[src/rtl/pipe_mem_pkg.sv]
// Shared types for the unified memory-port arbiter: FSM states, bus owner, fetch byte-enable.
package pipe_mem_pkg;
  typedef enum logic [1:0] {IDLE, FETCH, DATA, DONE} state_e;
  typedef enum logic {OWN_IF, OWN_MEM} owner_e;
  localparam logic [3:0] BE_FULL = 4'b1111;
endpackage

[src/rtl/pipe_mem_port_arbiter.sv]
// Arbitrates one memory bus between instruction fetch and data load/store.
// Data wins ties; fetch is forced through after STARVE_LIMIT consecutive data grants.
module pipe_mem_port_arbiter
  import pipe_mem_pkg::*;
#(
  parameter int STARVE_LIMIT = 4
) (
  input  logic        clk,
  input  logic        reset_n,
  input  logic        if_req,
  input  logic [31:0] if_addr,
  output logic [31:0] if_rdata,
  output logic        if_ack,
  input  logic        mem_req,
  input  logic        mem_we,
  input  logic [31:0] mem_addr,
  input  logic [31:0] mem_wdata,
  input  logic [3:0]  mem_byteenable,
  output logic [31:0] mem_rdata,
  output logic        mem_ack,
  output logic [31:0] bus_address,
  output logic [31:0] bus_writedata,
  output logic [3:0]  bus_byteenable,
  output logic        bus_read,
  output logic        bus_write,
  input  logic [31:0] bus_readdata,
  input  logic        bus_waitrequest,
  output logic        fetch_mem_sel
);
  localparam int SW = $clog2(STARVE_LIMIT + 1);
  localparam logic [SW-1:0] LIMIT = SW'(STARVE_LIMIT);
  localparam logic [SW-1:0] SMAX  = {SW{1'b1}};

  state_e      state_q;
  owner_e      owner_q;
  logic [SW-1:0] streak_q, streak_d;
  logic [31:0] if_rdata_q, mem_rdata_q, addr_q, wdata_q;
  logic [3:0]  be_q;
  logic        rd_q, wr_q, if_ack_q, mem_ack_q, sel_q;
  logic        grant_fetch, grant_data;

  always_comb begin
    grant_fetch = if_req && (!mem_req || streak_q == LIMIT);
    grant_data  = mem_req && !grant_fetch;
    streak_d    = '0;
    if (if_req) streak_d = (streak_q == SMAX) ? streak_q : streak_q + 1'b1;
  end

  always_ff @(posedge clk) begin
    if (!reset_n) begin
      state_q     <= IDLE;
      owner_q     <= OWN_IF;
      streak_q    <= '0;
      if_rdata_q  <= '0;
      mem_rdata_q <= '0;
      addr_q      <= '0;
      wdata_q     <= '0;
      be_q        <= '0;
      rd_q        <= 1'b0;
      wr_q        <= 1'b0;
      if_ack_q    <= 1'b0;
      mem_ack_q   <= 1'b0;
      sel_q       <= 1'b1;
    end else begin
      if_ack_q  <= 1'b0;
      mem_ack_q <= 1'b0;
      case (state_q)
        IDLE: begin
          if (grant_fetch) begin
            state_q  <= FETCH;
            owner_q  <= OWN_IF;
            rd_q     <= 1'b1;
            wr_q     <= 1'b0;
            addr_q   <= if_addr;
            wdata_q  <= '0;
            be_q     <= BE_FULL;
            streak_q <= '0;
            sel_q    <= 1'b1;
          end else if (grant_data) begin
            state_q  <= DATA;
            owner_q  <= OWN_MEM;
            rd_q     <= !mem_we;
            wr_q     <= mem_we;
            addr_q   <= mem_addr;
            wdata_q  <= mem_wdata;
            be_q     <= mem_byteenable;
            streak_q <= streak_d;
            sel_q    <= 1'b0;
          end
        end
        FETCH, DATA: begin
          // Command registers stay untouched while the bus stalls.
          if (!bus_waitrequest) begin
            state_q <= DONE;
            rd_q    <= 1'b0;
            wr_q    <= 1'b0;
            if (owner_q == OWN_IF) begin
              if_rdata_q <= bus_readdata;
              if_ack_q   <= 1'b1;
            end else begin
              if (!wr_q) mem_rdata_q <= bus_readdata;
              mem_ack_q <= 1'b1;
            end
          end
        end
        DONE: begin
          state_q <= IDLE;
          sel_q   <= 1'b1;
        end
        default: state_q <= IDLE;
      endcase
    end
  end

  assign if_rdata       = if_rdata_q;
  assign if_ack         = if_ack_q;
  assign mem_rdata      = mem_rdata_q;
  assign mem_ack        = mem_ack_q;
  assign bus_address    = addr_q;
  assign bus_writedata  = wdata_q;
  assign bus_byteenable = be_q;
  assign bus_read       = rd_q;
  assign bus_write      = wr_q;
  assign fetch_mem_sel  = sel_q;
endmodule
[config.mk]
export PLATFORM = sky130hd
export DESIGN_NAME = pipe_mem_port_arbiter
export DESIGN_NICKNAME = d
export VERILOG_FILES = /design/src/rtl/pipe_mem_pkg.sv /design/src/rtl/pipe_mem_port_arbiter.sv
export SDC_FILE = /design/constraint.sdc
export NUM_CORES = 1
export LEC_CHECK = 0
export ABC_AREA = 1
export CORE_UTILIZATION = 40
export DETAILED_ROUTE_END_ITERATION = 10
export PLACE_DENSITY = 0.82
export RECOVER_POWER = 100
export SLEW_MARGIN = 40
export SYNTH_ARGS = -nofsm -noshare
export SYNTH_HDL_FRONTEND = slang
export SYNTH_SLANG_ARGS = --single-unit
export TNS_END_PERCENT = 5
[constraint.sdc]
create_clock -name clk -period 2.1 [get_ports clk]
set_input_delay 0.42 -clock clk [delete_from_list [all_inputs] [get_ports clk]]
set_output_delay 0.42 -clock clk [all_outputs]
set_load 0.05 [all_outputs]
==> impl_results.md, run 1 <==
* Die extent in y at approximately 120 um
* Status: complete, no violations
* Fillers at 1192
* Initial antenna violation count at 0
* DR pass1 iterations at 5
* R2R Path End: if_rdata[23]
* Crit-path slowest cell: clkdlybuf4s50_1
* Worst rel slew slack at between 50 and 60%
* Yosys reg bits at 143
* Stages on worst setup path at 1
* Sequential cell area at 0.00286 sq mm
* FMAX at 491 MHz
* Post-route cell area at between 0.009 and 0.01 sq mm
* Total track usage at 23.1%
* Final setup TNS at 0 ns
* Class of the worst hold path: reg -> reg
* Routed len/inst at 13.9 um
* First-pass GRT wire length at 26500 um
* Worst Max-Slew Pin Slew at 0.674 ns
* DP Area at 0.00866 sq mm
* Unrepaired setup endpoints after global routing: false
* Placed Instances at between 1000 and 1500
* Fin util at 66.2%
* Critical Path Fanout Max at 2
* Yosys warns at 0
* Longest Clk Path Bufs at 2
* Vias in the first global route at 5400
* Commonest non-fill, non-tap cell in the layout: clkdlybuf4s50_1
* Port Buffers at 274
* Largest net degree at the start of global routing at 72
* Worst Setup SP: if_rdata[13]
* Worst path cell trace: clkdlybuf4s50_1
* Synth area leader: dfxtp_1
* Fraction of layout cells with a size suffix above 1 at ~6.7%
* Design Power at roughly 14 mW
* Final setup violation count at 0
* Tcrit/Tclk final at a little over nine tenths
* R2R Setup Slk at 0.17 ns
* 1st-iter DRT viols at 273
* Ant diodes at 0
* Max-Cap Viols at 0
* Clock Sinks at 143
* Syn_area_per_cell at 7.27 sq um
* Busiest grt layer: met2
* DRC viols at 0
* FF-to-FF path depth at 7
* Kind of critical path: reg -> out
* CTS tree: built
* Worst vdd ir at 0.816 mV
* CTS Buf Count at 17
* Post-Syn Instances at 793
* Worst Hold Depth at 2
* H-Tree Depth at 4
* Critical Path RT at 1.68 ns
* Final count of hold timing violations at 0
* Worst-skew pair later-pin latency at 0.43 ns
* Multi-input logic area at between 0.002 and 0.0025 sq mm
* Non-filler cells, final at between 1000 and 1500
* Static Leak at slightly below 4 nW
* Final ANT Viol Nets at 0
* Critical Path End Type: primary output
* Via-per-instance ratio at ~4.7
* Post-Syn Area at 0.00576 sq mm
* FF-to-FF Start: state_q[0]
* Sequential fraction of the synthesis area at 49.7%
* Grt ovf at 0
* Reg clk slew, reported paths at about 0.06 ns
* Final WL at 17300 um
* Met2 usage at 39.1%
* Top area cells in the synthesized netlist: dfxtp_1, nor2_1, nand2_1
* Final nets at 1198
* Hold_sp: bus_writedata[15]
* Row Count at 43
* Core Area at 0.0140 sq mm
* CTS root buf: clkbuf_16
* Post-CTS Setup Bufs at 0
* CP Launch Type: register
* Delay of the slowest critical-path stage at 0.84 ns
* Top Family by Delay on Critical Path: buffers and inverters
* Global Route met1 Usage at between 20% and 30%
* Worst EP arrival at roughly 1.6 ns
* Synth top area share at 49.7%
* Chip Width at 122 um
* GR Util met3 at 8.75%
* Post-detail-place hpwl at 12000 um
* Power Dens Cells at approximately 1500 mW/mm^2
* Final weighted congestion in routability-driven placement at 0.791
* Final min period at a little over 2 ns
* WP buf/inv at 1
* Cell variety after synth at 26
* Initial Utilization at a little over 40%
* Commonest cells after routing, fill and taps aside: clkdlybuf4s50_1, nor2_1, nand2_1
* Io pins at 275
* Crit path to: if_rdata[13]
* Area grow syn2layout at 60.6%
* Syn nets at 937
* Vias at 5852
* Final-report max-slew violation count at 0
* Clock Skews at 0.0164 ns
* DIE AREA at approximately 0.015 sq mm
## how the worst min path moves through the flow
| stage | end | slack [ns] |
|---|---|---|
| after global placement | bus_writedata[16] | 0.45 |
| after floorplan | state_q[1] | 0.46 |
| final | bus_writedata[15] | 0.46 |
| after global routing | bus_writedata[31] | 0.49 |
| after detailed placement | bus_writedata[12] | 0.45 |
| after CTS | bus_writedata[31] | 0.46 |
## cells by family (layout without fill, tap and decap cells)
group	count (synthesis)	after routing	synth area share, %
buf+inv	92	366	7.34
simple gates	443	443	31.3
flops	143	143	49.7
compound gates	109	109	10.4
fa+ha+maj	6	6	1.30
## flip-flops by register name, summed over array words and instances, names as in the netlist, 2 cells and up
signal,count
state_q,2
bus_writedata,32
bus_byteenable,4
bus_address,32
mem_rdata,32
if_rdata,32
streak_q,3
## layer usage
layer / share of wire, % / wire length [um]
met1: 40 / 6980
met2: 49 / 8500
met3: 8.8 / 1520
met4: 1.8 / 313
met5: 0 / 0
## synth_stat cells (all sizes together)
library cell,instances
nor2,214
nand2,186
dfxtp,143
o21ai,70
inv,43
a21oi,39
nand3,37
buf,29
clkbuf,19
ha,6
nand4,3
nor3,2
clkinv,1
nand3b,1
## area by class of cell
cell class / instances / area share [%]
Clock buffer: 19 / 4.89
Clock inverter: 13 / 2.23
Inverter: 44 / 1.80
Multi-Input combinational cell: 558 / 26.3
Sequential cell: 143 / 30.9
Tap cell: 180 / 2.43
Timing Repair Buffer: 290 / 31.4
## timing repair
action	4_1_cts	5_1_grt
endpoints found under the setup margin	1	0
hold buffers	0	0
resized for setup	1	0
## per-stage QoR
stage	hold slack [ns]	worst slack (ns)
after detailed placement	0.455	0.173
after global placement	0.451	0.234
after CTS	0.464	0.0248
final	0.463	0.0631
after global routing	0.490	0.0134
after floorplan	0.461	0.571
## power breakdown
group          switching [mW]  internal, mW
Clock                    1.18          2.17
Combinational            4.47          2.22
Sequential              0.377          3.44
Total                    6.02          7.84
Note: power is estimated with default switching activity, not from simulation.
==> run 2: changes to the inputs <==
clock period = 2.16 ns   (was 2.1 ns; I/O delays follow)
==> run 2 against run 1 <==
Effect of this change:
- highest routed layer unchanged
- largest cell class unchanged
- sequential cell count stayed put
- sequential share of layout area increased by 0.063 points
- setup slack improved by 0.0039 ns
- largest power group unchanged
- wire length is 0.44% lower
- power decreased by 5.2%
- die area unchanged
- first-iteration DRC count grew 14%
==> impl_results.md, run 2 (synthesis results as in run 1) <==
* Status: complete, no violations
* Routed len/inst at about 14 um
* Hold_buf cts at 0
* Ant diodes at 0
* CTS Buf Count at 17
* Top Family by Delay on Critical Path: buffers and inverters
* Largest net degree at the start of global routing at 72
* Final setup violation count at 0
* Final weighted congestion in routability-driven placement at 0.782
* Final count of hold timing violations at 0
* Final-report max-slew violation count at 0
* Fillers at 1200
* Row Count at 43
* Commonest non-fill, non-tap cell in the layout: nor2_1
* Max-Cap Viols at 0
* Class of the worst hold path: reg -> reg
* Comb power frac at approximately 48%
* Multi-input logic area at 0.00244 sq mm
* Tcrit/Tclk final at a little over nine tenths
* WP buf/inv at 1
* Area grow syn2layout at 60.3%
* Critical Path Fanout Max at 2
* Clock Skews at roughly 0.0099 ns
* Static Leak at 4.26 nW
* Worst path cell trace: dlygate4sd3_1
* CTS tree: built
* Sequential cell area at 0.00286 sq mm
* WHS at 0.462 ns
* Final setup TNS at 0 ns
* Vias in the first global route at 5341
* Post-detail-place hpwl at 12000 um
* Switching power at 5.89 mW
* Cts repair resizes at 0
* DR pass1 iterations at 5
* Via-per-instance ratio at 4.69
* CP Launch Type: register
* Final ANT Viol Nets at 0
* Vias at slightly below 6000
* Seq pwr share at 28.1%
* Pint at 7.26 mW
* Post-CTS Setup Bufs at 0
* Crit-path slowest cell: dlygate4sd3_1
* Final nets at 1197
* Delay of the slowest critical-path stage at 0.92 ns
* DIE AREA at 0.0149 sq mm
* Chip Width at 122 um
* Worst rel slew slack at 57.9%
* Initial Utilization at around two fifths
* Initial antenna violation count at 0
* First-pass GRT wire length at 26000 um
* Kind of critical path: reg -> out
* Total track usage at between 20% and 30%
* Longest Clk Path Bufs at 2
* Core Area at approximately 0.014 sq mm
* FMAX at 478 MHz
* Worst Max-Slew Pin Slew at 0.632 ns
* Worst-skew pair later-pin latency at 0.42 ns
* Commonest cells after routing, fill and taps aside: nor2_1, nand2_1, clkdlybuf4s50_1
* Unrepaired setup endpoints after global routing: false
* Proportion of power drawn by the clock network at 24.2%
* Die extent in y at 122 um
* Critical Path RT at 1.73 ns
* DRC viols at 0
* Final min period at 2.09 ns
* H-Tree Depth at 4
* Final WL at 17200 um
* CTS root buf: clkbuf_16
* Io pins at 275
* 1st-iter DRT viols at 311
* Worst vdd ir at about 0.9 mV
* Reg clk slew, reported paths at 0.06 ns
* Worst EP arrival at 1.66 ns
* Design Power at 13.1 mW
* Grt ovf at 0
* Critical Path End Type: primary output
* Power Dens Cells at between 1000 and 1500 mW/mm^2
* Port Buffers at 274
* Sw Ratio at between 40 and 50%
* Fraction of layout cells with a size suffix above 1 at roughly 6.5%
* Clock Sinks at 143
==> run 2: cell count changes in the layout (fill, tap and decap cells not counted), sizes merged <==
| cell | before | now |
|---|---|---|
| inv | 45 | 47 |
| dlygate4sd2 | 1 | 0 |
| bufinv | 5 | 4 |
| clkbuf | 22 | 21 |
| clkinvlp | 3 | 4 |
| clkdlybuf4s50 | 270 | 152 |
| buf | 15 | 13 |
| dlygate4sd3 | 1 | 121 |
| clkinv | 4 | 3 |
==> run 2: final cells by class <==
class,instances,area share [%]
multi-input combinational,558,26.4
tap,180,2.44
clock inverter,14,2.22
clock buffer,18,4.75
inverter,44,1.80
timing repair buffer,289,31.4
sequential,143,31.0
==> run 2: through the flow <==
stage          util (%)  worst slack [ns]  std cells  cell area, sq um
6_report           66.0            0.0670       1246              9240
5_1_grt            66.0            0.0202       1246              9240
4_1_cts            66.6            0.0612       1246              9310
3_5_place_dp       62.0             0.217       1214              8670
3_3_place_gp       62.0             0.287       1214              8670
2_1_floorplan         -             0.631        793              5760
==> run 2: worst paths after layout <==
check | slack (ns) | endpoint | cells past startpoint | start
worst max-delay path | 0.07 | mem_rdata[27] | 1 | mem_rdata[27]
worst min-delay path | 0.46 | bus_writedata[11] | 2 | bus_writedata[11]
worst max register to register | 0.24 | mem_rdata[11] | 8 | state_q[0]
worst min register to register | 0.46 | bus_writedata[11] | 2 | bus_writedata[11]
==> run 2: layer usage <==
layer,up-vias,track usage (%),part of all wire (%)
met4,0,9.49,2.0
met5,-,0,0
met2,229,38.6,49
met3,30,8.80,9.9
met1,2584,25.3,40
li1,3002,-,-
==> run 2: power groups by stage <==
stage / clock network, mW / registers (mW) / logic [mW]
CTS: 3.24 / 3.72 / 6.66
global route: 3.36 / 3.77 / 6.77
finish: 3.19 / 3.69 / 6.27
floorplan: 0 / 5.97 / 2.23
global placement: 0 / 3.73 / 6.55
detailed placement: 0 / 3.76 / 6.62
